**src/rtl/abs_diff_u4_reg.sv**
```systemverilog
// Registered unsigned absolute difference |a - b| of two packed W-bit operands.
// One-cycle latency with a valid flag; borrow and equality flags ride alongside.
module abs_diff_u4_reg #(
    parameter int W = 4
) (
    input  logic           clk,
    input  logic           rst_n,
    input  logic           in_valid,
    input  logic [2*W-1:0] pi,
    output logic           out_valid,
    output logic [W-1:0]   po,
    output logic           a_lt_b,
    output logic           eq
);

    logic [W-1:0] w_a;
    logic [W-1:0] w_b;
    logic [W:0]   w_d;
    logic         w_borrow;
    logic [W-1:0] w_mag;
    logic         w_eq;

    logic         r_valid;
    logic [W-1:0] r_po;
    logic         r_lt;
    logic         r_eq;

    assign w_a = pi[2*W-1:W];
    assign w_b = pi[W-1:0];

    // Extra MSB of the zero-extended subtraction is the borrow out of a - b.
    assign w_d      = {1'b0, w_a} - {1'b0, w_b};
    assign w_borrow = w_d[W];
    assign w_mag    = w_borrow ? (w_b - w_a) : w_d[W-1:0];
    assign w_eq     = (w_d == '0);

    always_ff @(posedge clk or negedge rst_n) begin
        if (!rst_n) begin
            r_valid <= 1'b0;
            r_po    <= '0;
            r_lt    <= 1'b0;
            r_eq    <= 1'b0;
        end else begin
            r_valid <= in_valid;
            if (in_valid) begin
                r_po <= w_mag;
                r_lt <= w_borrow;
                r_eq <= w_eq;
            end
        end
    end

    assign out_valid = r_valid;
    assign po        = r_po;
    assign a_lt_b    = r_lt;
    assign eq        = r_eq;

endmodule

```
**config.mk**
```make
export PLATFORM = sky130hd
export DESIGN_NAME = abs_diff_u4_reg
export DESIGN_NICKNAME = d
export VERILOG_FILES = /design/src/rtl/abs_diff_u4_reg.sv
export SDC_FILE = /design/constraint.sdc
export NUM_CORES = 1
export LEC_CHECK = 0
export CAP_MARGIN = 15
export CORE_AREA = 3 3 40 42
export DETAILED_ROUTE_END_ITERATION = 6
export DIE_AREA = 0 0 43 45
export PLACE_DENSITY = 0.83
export SETUP_SLACK_MARGIN = 0.1
export SYNTH_ARGS = -nofsm -noshare
export SYNTH_HDL_FRONTEND = slang
export SYNTH_SLANG_ARGS = --single-unit
```
**constraint.sdc**
```tcl
create_clock -name clk -period 1.4 [get_ports clk]
set_input_delay 0.21 -clock clk [delete_from_list [all_inputs] [get_ports clk]]
set_output_delay 0.21 -clock clk [all_outputs]
set_load 0.03 [all_outputs]
```
==> key figures, run 1 <==
Yosys
  – Synth Flop Type: dfrtp_1
  – Seq/Total Area, Yosys: 30.2%
  – Mean Syn Cell Area: about 9.4 um2
  – Ys async rst share: 100%
  – Syn nets: 82
  – Synth Register Bits: 7
  – Yosys warns: 0
  – Post-synth EDFFs: 0
  – Leading area contributor after synthesis: dfrtp_1
  – Top post-synthesis cells by area: dfrtp_1 30%, ha_1 15%, fa_1 6.9%
  – Synthesized area: 581 um2
  – Top cell type's share of synthesized area: 30.2%
  – Syn Inst Count: 62
  – Number of distinct library cells after synthesis: 26

Status
  – Failing checks: negative setup slack
  – Outcome: finished with violations

Global route
  – GRT overflow: 0
  – GR Util All Layers: around 29%
  – Largest net degree at the start of global routing: 8
  – First-pass GRT wire length: 3850 um
  – Initial antenna violation count: 0
  – Vias in the first global route: ~740

Pwr
  – Reg power frac: 26.6%
  – Combinational share of power: 51.5%
  – Sw Pwr: approximately 0.37 mW
  – Tot Pwr: ~0.93 mW
  – Sw frac: 39.1%
  – Peak supply drop: 655 uV
  – Clock power frac: between 20% and 30%
  – Power density over the cells: 818 nW/um2
  – Leakage: 0.557 nW
  – Int Pwr: 0.569 mW

Routing
  – Vias per inst: 5.78
  – Antenna Nets Post-Route: 0
  – Via count: about 700
  – DRC viols: 0
  – Routed WL: 2330 um
  – Routed WL per cell: around 19 um
  – 1st-pass router iterations: 4
  – First DRT Iteration DRCs: 17

Clock network
  – Later-pin clock latency in the skew report: 260 ps
  – Max H-tree Level: 1
  – CTS tree: done
  – Num CTS Buffers: 3
  – Sink Count: 7
  – CTS Buffer Depth: 2
  – Root Driver: clkbuf_4
  – Worst-path clk slew: 70 ps

Worst setup path
  – Launch point of the worst reg-to-reg path: a_lt_b$_DFFE_PN0P_
  – Data required, critical path: 1540 ps
  – CP max FO: 3
  – Critical Path AT: 1620 ps
  – Cell Chain, Critical Path: buf_12 > inv_12 > ha_4 > fa_2 > inv_2 > a21o_1 > a21oi_4 > mux2i_1 > mux2_4
  – Worst r2r dst: a_lt_b$_DFFE_PN0P_
  – Slowest stage delay, CP: around 370 ps
  – Worst reg-to-reg path cell count: 1
  – Worst setup SP type: input pin
  – Slowest cell on the critical path: fa_2
  – Reg2Reg Setup Slack: 630 ps
  – Kind of critical path: in2reg
  – Worst Setup End Kind: flip-flop

Place
  – Place WS: -867 ps
  – GPL Wtd Cong: 0.757
  – DPL Wire Length: 1320 um
  – Port Buf Inserts: 17
  – Area after DPL: 906 um2

Cells and area
  – ANT cells: 0
  – Commonest non-fill, non-tap cell in the layout: buf_4
  – Area delta synth->final: 96.8%
  – Nets: 127
  – Post-route cell area: 1140 um2
  – Most frequent cells in the layout: 19 x buf_4, 11 x dlygate4sd2_1, 7 x dfrtp_1, 6 x inv_2, 6 x buf_6
  – Layout cell share with drive strength beyond 1: 55.7%

Floorplan
  – FP Rows: 13
  – Die Y: about 45 um
  – IO Count: 18
  – Initial core utilization: between 40% and 50%
  – Die span in x: around 43 um
  – Core area: 1280 um2
  – Die area: 1940 um2

Timing
  – Final Hold Fails: 0
  – Final period utilization: 105%
  – Worst slew pin tran: 349 ps
  – Period minus WS final: about 1500 ps
  – Fmax: 679 MHz
  – Fin worst setup slack: -73.2 ps
  – Slew Limit Fails: 0
  – Max_slew headroom: 76.7%
  – RSZ-0062 raised after global routing: yes
  – Clock skew: 0 ps
  – Final setup vio count: 5

Worst hold path
  – Hold Path Class: in2async

Flow run
  – Max-cap violation count: 0
## layout make-up
class                           count  area, um2
Multi-Input combinational cell     43        512
Timing Repair Buffer               41        357
Sequential cell                     7        175
Fill cell                          66        143
Inverter                           11       53.8
Clock buffer                        4       26.3
Tap cell                           15       18.8
## worst max path at each step
stage	end	depth (start not counted)	from	slack [ps]
after floorplan	po[1]$_DFFE_PN0P_	8	pi[4]	-90
after global placement	po[1]$_DFFE_PN0P_	9	pi[4]	-820
after detailed placement	po[1]$_DFFE_PN0P_	9	pi[4]	-870
after CTS	po[1]$_DFFE_PN0P_	9	pi[4]	-40
after global routing	po[1]$_DFFE_PN0P_	9	pi[4]	-80
final	po[1]$_DFFE_PN0P_	9	pi[4]	-70
## critical path, delay by kind of cell
| family | cells | cell delay (ps) |
|---|---|---|
| buffers and inverters | 3 | 220 |
| multiplexers | 2 | 410 |
| AO/OA/AOI/OAI | 2 | 260 |
| adder cells (fa/ha/maj) | 2 | 520 |
## cells in the mapped netlist (all sizes together), types with 3 or more instances
cell   count
o21ai      3
nor2       4
inv       11
dfrtp      7
nor2b      3
ha         7
a21oi      4
## power groups by stage
stage	Clock, mW	Sequential [mW]	Combinational [mW]
finish	0.205	0.248	0.482
global route	0.216	0.252	0.511
CTS	0.197	0.246	0.449
detailed placement	0	0.251	0.371
global placement	0	0.249	0.358
floorplan	0	0.310	0.141
## kinds of logic (layout without fill, tap and decap cells)
logic type,after synthesis,after routing,share of synthesized area [%]
fa+ha+maj,9,9,22.0
buf+inv,12,56,7.76
mux,3,3,6.25
compound gates,16,16,19.0
simple gates,13,13,11.9
xor+xnor,2,2,3.02
flops,7,7,30.2
## per-stage QoR
| step | TNS, ps | util, % | hold slack, ps | instances |
|---|---|---|---|---|
| 2_1_floorplan | -112 | - | -85.6 | 62 |
| 6_report | -166 | 88.9 | 205 | 121 |
| 4_1_cts | -69.1 | 87.3 | 225 | 119 |
| 5_1_grt | -250 | 88.9 | 236 | 121 |
| 3_5_place_dp | -4110 | 70.5 | 477 | 108 |
| 3_3_place_gp | -3730 | 70.5 | 469 | 108 |
## registers in the layout, summed over array words and instances, names as in the netlist
| register | count |
|---|---|
| a_lt_b | 1 |
| eq | 1 |
| out_valid | 1 |
| po | 4 |
## layer usage
layer / vias up / part of all wire, % / global-route usage, %
met3: 10 / 6.7 / 6.37
met5: - / 0 / 0
met2: 40 / 51 / 48.2
li1: 307 / - / -
met4: 0 / 3.5 / 16.9
met1: 342 / 38 / 33.6
## repair_timing
| item | CTS | global route |
|---|---|---|
| setup buffers | 7 | 2 |
| hold buffers | 0 | 0 |
| setup endpoints to repair | 12 | 5 |
| gates resized for setup | 63 | 4 |
| pin swaps | 16 | 5 |
Power figures use the tool's default switching activity.
==> inputs of run 2 (changes only) <==
Settings changed: CTS_CLUSTER_SIZE from default to 28.
==> results of run 2 <==
The final DEF is identical to that of run 1; final timing and power are the same.
